--- config.mk ---
export PLATFORM = sky130hd
export DESIGN_NAME = sha3_padder_var
export DESIGN_NICKNAME = d
export VERILOG_FILES = /design/src/rtl/sha3_pkg.sv /design/src/rtl/sha3_pad_word.sv /design/src/rtl/sha3_padder_var.sv
export SDC_FILE = /design/constraint.sdc
export NUM_CORES = 2
export LEC_CHECK = 0
export ABC_CLOCK_PERIOD_IN_PS = 6700
export BUFFER_PORTS_ARGS = -buffer_cell sky130_fd_sc_hd__buf_2
export CAP_MARGIN = 15
export CORE_AREA = 2 2 475 477
export DETAILED_ROUTE_END_ITERATION = 10
export DIE_AREA = 0 0 477 479
export GPL_ROUTABILITY_DRIVEN = 1
export PLACE_DENSITY = 0.46
export SYNTH_ARGS = -nofsm -noshare
export SYNTH_HDL_FRONTEND = slang
export SYNTH_SLANG_ARGS = --single-unit
export TNS_END_PERCENT = 10
--- constraint.sdc ---
create_clock -name iClk -period 6.7 [get_ports iClk]
set_input_delay 0.67 -clock iClk [delete_from_list [all_inputs] [get_ports iClk]]
set_output_delay 0.67 -clock iClk [all_outputs]
set_load 0.01 [all_outputs]
--- src/rtl/sha3_pkg.sv ---
// Shared types and constants for the variable-rate SHA3 padder.
package sha3_pkg;

  localparam int LANE_W = 64;

  localparam logic [7:0] PAD_SHA3   = 8'h06;
  localparam logic [7:0] PAD_KECCAK = 8'h01;
  localparam logic [7:0] PAD_END    = 8'h80;

  typedef enum logic [1:0] {
    SHA3_224 = 2'b00,
    SHA3_256 = 2'b01,
    SHA3_384 = 2'b10,
    SHA3_512 = 2'b11
  } mode_t;

  typedef logic [1:0] state_t;
  localparam state_t ST_IDLE   = 2'd0;
  localparam state_t ST_ABSORB = 2'd1;
  localparam state_t ST_FULL   = 2'd2;
  localparam state_t ST_FINAL  = 2'd3;

  // Rate in 64-bit lanes: (1600 - 2*digest_bits) / 64.
  function automatic logic [4:0] rate_lanes(input mode_t m);
    case (m)
      SHA3_224: rate_lanes = 5'd18;
      SHA3_256: rate_lanes = 5'd17;
      SHA3_384: rate_lanes = 5'd13;
      default:  rate_lanes = 5'd9;
    endcase
  endfunction

endpackage

--- src/rtl/sha3_pad_word.sv ---
// Combinational padding of the final message word: keeps n data bytes, inserts
// the domain byte at position n and ORs 0x80 into the last byte of the rate.
module sha3_pad_word
  import sha3_pkg::*;
(
  input  logic [LANE_W-1:0] i_word,
  input  logic [2:0]        i_byte_num,
  input  logic [7:0]        i_dom,
  input  logic              i_final_lane,
  output logic [LANE_W-1:0] o_lane
);

  always_comb begin
    // NOTE: default every output first so no path through the loop infers a latch.
    o_lane = '0;
    for (int b = 0; b < 8; b++) begin
      if (b < int'(i_byte_num))
        o_lane[63-8*b -: 8] = i_word[63-8*b -: 8];
      else if (b == int'(i_byte_num))
        o_lane[63-8*b -: 8] = i_dom;
    end
    if (i_final_lane)
      o_lane[7:0] = o_lane[7:0] | PAD_END;
  end

endmodule

--- src/rtl/sha3_padder_var.sv ---
// Variable-rate SHA3 padder front end (224/256/384/512 selected per message).
// Define SHA3_KECCAK_LEGACY_EN to add iLegacy, selecting original Keccak 0x01 padding.
module sha3_padder_var
  import sha3_pkg::*;
#(
  parameter int LANE_W    = 64,
  parameter int MAX_LANES = 18
) (
  input  logic                        iClk,
  input  logic                        iRst_n,
  input  logic [1:0]                  iMode,
`ifdef SHA3_KECCAK_LEGACY_EN
  input  logic                        iLegacy,
`endif
  input  logic [LANE_W-1:0]           iData,
  input  logic                        iReady,
  input  logic                        iLast,
  input  logic [2:0]                  iByte_num,
  output logic                        oBuffer_full,
  output logic [MAX_LANES*LANE_W-1:0] oData,
  output logic                        oReady,
  output logic                        oLast_block,
  input  logic                        iF_ack
);

  state_t            r_state;
  mode_t             r_mode;
  logic [4:0]        r_cnt;
  logic [LANE_W-1:0] r_buf [MAX_LANES];

  logic              w_busy;
  logic              w_idle;
  logic              w_accept;
  mode_t             w_mode;
  logic [4:0]        w_last_idx;
  logic              w_final_lane;
  logic [7:0]        w_dom;
  logic [LANE_W-1:0] w_pad_lane;

  assign w_busy       = (r_state == ST_FULL) || (r_state == ST_FINAL);
  assign w_idle       = (r_state == ST_IDLE);
  assign w_accept     = iReady & ~w_busy;
  // The mode is taken live on the first word, then held for the rest of the message.
  assign w_mode       = w_idle ? mode_t'(iMode) : r_mode;
  assign w_last_idx   = rate_lanes(w_mode) - 5'd1;
  assign w_final_lane = (r_cnt == w_last_idx);

  assign oReady       = w_busy;
  assign oBuffer_full = w_busy;
  assign oLast_block  = (r_state == ST_FINAL);

`ifdef SHA3_KECCAK_LEGACY_EN
  logic r_legacy;
  logic w_legacy;
  assign w_legacy = w_idle ? iLegacy : r_legacy;
  assign w_dom    = w_legacy ? PAD_KECCAK : PAD_SHA3;

  always_ff @(posedge iClk or negedge iRst_n) begin
    if (!iRst_n)
      r_legacy <= 1'b0;
    else if (w_accept && w_idle)
      r_legacy <= iLegacy;
  end
`else
  assign w_dom = PAD_SHA3;
`endif

  sha3_pad_word u_pad_word (
    .i_word       (iData),
    .i_byte_num   (iByte_num),
    .i_dom        (w_dom),
    .i_final_lane (w_final_lane),
    .o_lane       (w_pad_lane)
  );

  // NOTE: state updates use non-blocking assignments so every read sees pre-edge values.
  always_ff @(posedge iClk or negedge iRst_n) begin
    if (!iRst_n) begin
      r_state <= ST_IDLE;
      r_mode  <= SHA3_224;
      r_cnt   <= '0;
      // NOTE: the rate buffer is reset because oData must read zero out of reset.
      for (int i = 0; i < MAX_LANES; i++)
        r_buf[i] <= '0;
    end else if (!w_busy) begin
      if (w_accept) begin
        if (w_idle)
          r_mode <= w_mode;
        if (iLast) begin
          r_buf[r_cnt] <= w_pad_lane;
          // Lanes above cnt are already zero, only the rate's last byte needs 0x80.
          if (!w_final_lane)
            r_buf[w_last_idx] <= {{(LANE_W-8){1'b0}}, PAD_END};
          r_state <= ST_FINAL;
        end else begin
          r_buf[r_cnt] <= iData;
          if (w_final_lane) begin
            r_state <= ST_FULL;
          end else begin
            r_cnt   <= r_cnt + 5'd1;
            r_state <= ST_ABSORB;
          end
        end
      end
    end else if (iF_ack) begin
      for (int i = 0; i < MAX_LANES; i++)
        r_buf[i] <= '0;
      r_cnt   <= '0;
      r_state <= (r_state == ST_FULL) ? ST_ABSORB : ST_IDLE;
    end
  end

  for (genvar g = 0; g < MAX_LANES; g++) begin : g_out
    assign oData[(MAX_LANES-g)*LANE_W-1 -: LANE_W] = r_buf[g];
  end

endmodule
==> flow_metrics.tcl <==
set metrics [dict create \
    worst_path_most_repeated_cell "buf_12" \
    layout_common_cells "buf_2 (1227), dfrtp_1 (1160), o21ai_0 (958)" \
    synth_compound_area_share_pct 18.53 \
    wl_per_cell_um 29.21 \
    cpPeakStageDelay_ps 660 \
    outcome "finished, final reports clean" \
    mostFrequentLayoutCell "buf_2" \
    synthXorXnorAreaFrac_pct 0.01921 \
    hold_viol_final 0 \
    fmax_mhz 257.7 \
    dr_total_vias 40630 \
    yosysWarnings 0 \
    synth_top_family_by_area "compound AO/OA/AOI/OAI gates" \
    clkSinkCount 1161 \
    synthesis.nets 4358 \
    synthMuxAreaShare_pct 0.1537 \
    final_max_slew_viol_count 0 \
    finalClockSkew_ps 51.59 \
    crit_required_ps 7310 \
    drc 0 \
    die_area_um2 228500 \
    gr-total-overflow 0 \
    synth-adder-area-share_pct 0.1098 \
    vias_per_cell 4.817 \
    clockRootBuffer "clkbuf_16" \
    final_antenna_net_count 0 \
    yosysUniqueCellTypes 83 \
    clkTransAtPathRegs_ps 60 \
    yosysTopAreaCell "dfrtp_1" \
    maxCapViolCount 0 \
    cp_max_fo 188 \
    finalCoreUtilization_pct 26.63 \
    syn_area_um2 45590 \
    grt_pass1_vias 39020 \
    combPwrFrac_pct 25.7 \
    grt_max_degree 200 \
    hold_path.class "in2reg" \
    post-route-period-util_pct 57.91 \
    ir_worst_vdd_mv 0.2666 \
    synth-seq-area-share_pct 63.73 \
    finalSetupTns_ps 0 \
    drt_wl_total_um 246400 \
    place_area_um2 54890 \
    filler_cell_count 24140 \
    drtPass1Iterations 5 \
    postSynthCellCount 4280 \
    seqPwrFrac_pct 38.8 \
    postLayoutCellArea_um2 59550 \
    pwr-share-clk_pct 35.5 \
    grt_pass1_wl_um 334400 \
    antenna_found_initial 56 \
    worstHoldStart "iData[62]" \
    io_buffers 1228 \
    worstSkewPairLatency_ps 800 \
    crit_path_start "r_state[1]" \
    die_y_um 479 \
    power.density_nw_per_um2 363.1 \
    drt_iter0_drc 3649 \
    design.core.area_um2 223600 \
    cts_tree "built" \
    ys_ff_latch 1161 \
    stdcell_count 8436 \
    internal_power_w 0.01359 \
    grt_setup_unrepaired "no" \
    worstMarginPinSlew_ps 1299 \
    ys_top_cells_by_area "dfrtp_1 (64%), o21ai_0 (11%), nand3_1 (9.5%)" \
    finalPower_w 0.02162 \
    synth_top_cell_area_share_pct 63.73 \
    avgSynthCellArea_um2 10.65 \
    syn2layout_area_growth_pct 30.63 \
    crit_type "reg2reg" \
    cts_max_path_buffers 3 \
    place_inst 8163 \
    hpwl_um 171000 \
    reg2reg_from "r_state[1]" \
    cts-htree-levels 4 \
    max_slew_margin_pct 13.16 \
    crit_slowest_cell "dfrtp_2" \
    async_flop_share_pct 100.0 \
    crit_chain "buf_4, nand2_4, buf_12, buf_12, nand3_1, o21ai_0" \
    switchingPower_w 0.008036 \
    power.leakage_nw 29.29 \
    synthSimpleGateAreaFrac_pct 12.96 \
    crit_arrival_ps 4490 \
    fp.dieW_um 477 \
    grt.total_usage_pct 20.78 \
    p_sw_share_pct 37.17 \
    cts_buffers 140 \
    num_io_pins 1229 \
    startpoint_type "flop" \
    initial_core_util_pct 20.39 \
    num_rows 174 \
    critPathCaptureType "flop" \
    period_needed_ps 3880 \
    synth_edf_count 0 \
    nets 5392 \
    setup_violations 0 \
    synth_ff_type "dfrtp_1" \
    drive_gt1_share_pct 30.78 \
    routabilityCongestion 0.8879 \
]
## worst max-delay path: cells and delay by family, from the launching register on
| kind | cells | cell delay [ps] |
|---|---|---|
| AOI/OAI and AO/OA | 1 | 120 |
| buffers and inverters | 3 | 1340 |
| DFF | 1 | 660 |
| and+or+nand+nor | 2 | 840 |
## metal layers
layer  track usage, %  vias to the layer above  routed length (um)
met5                0                        -                  79
met3            6.347                      395               22860
met4            8.245                       10               10140
met1            26.81                    20660              101800
met2            32.39                     2026              111500
li1                 -                    17540                   -
## cell type report
| cell class | count | area (um^2) | area share, % |
|---|---|---|---|
| timing repair buffer | 1347 | 7114 | 11.95 |
| inverter | 25 | 93.84 | 0.1576 |
| antenna | 31 | 77.57 | 0.1303 |
| multi-input combinational | 2639 | 14900 | 25.01 |
| clock inverter | 44 | 541.8 | 0.9098 |
| tap | 2992 | 3744 | 6.287 |
| clock buffer | 197 | 4029 | 6.766 |
| sequential | 1161 | 29050 | 48.79 |
## flip-flops by register name, summed over array words and instances, names as in the netlist
register and cells:
oData 1152, r_cnt 5, r_mode 2, r_state 2
## power groups by stage
stage,clock network [W],logic (W),registers (W)
floorplan,0,0.00212,0.00882
global placement,0,0.00559,0.00847
detailed placement,0,0.00562,0.00850
CTS,0.00788,0.00563,0.00838
global route,0.00815,0.00592,0.00849
finish,0.00767,0.00556,0.00838
## through the flow
stage	setup WS (ps)	hold WS [ps]
after CTS	3061	62.62
final	2820	135.1
after global routing	2795	82.95
after detailed placement	2882	465.3
after floorplan	4410	374.4
after global placement	2911	461.9
## cell usage after synthesis, drive strengths merged (10+ instances only)
| master | number |
|---|---|
| inv | 24 |
| o21ai | 967 |
| a31oi | 34 |
| a22o | 10 |
| and2 | 14 |
| a21o | 10 |
| o211ai | 12 |
| o22ai | 10 |
| buf | 175 |
| dfrtp | 1161 |
| a21oi | 107 |
| o22a | 28 |
| clkbuf | 280 |
| o31ai | 11 |
| nor3 | 14 |
| nand3 | 867 |
| nand2 | 146 |
| a211oi | 16 |
| o2bb2ai | 50 |
| nor2 | 120 |
| a32o | 115 |
## kinds of logic after synthesis
| kind of cell | count (synthesis) |
|---|---|
| and+or+nand+nor | 1214 |
| buffers and inverters | 480 |
| AOI/OAI and AO/OA | 1415 |
| DFF | 1161 |
| xor gates and xnor gates | 1 |
| muxes | 5 |
| adders and majority gates | 4 |
## final timing paths
| path | end | slack (ps) | cells past startpoint |
|---|---|---|---|
| worst max-delay path | oData[917] | 2820 | 6 |
| worst min-delay path | oData[62] | 140 | 3 |
| worst max register to register | oData[917] | 2820 | 6 |
| worst min register to register | oData[580] | 480 | 1 |
| max in group asynchronous | oData[1112] | 4220 | 4 |
| min in group asynchronous | oData[3] | 500 | 2 |
## repair_timing
item,4_1_cts,5_1_grt
endpoints found under the setup margin,0,0
hold buffers,1,0
buffers inserted,0,0
gates resized for setup,0,0
hold endpoints to repair,42,0
(Power assumes the default switching activity.)
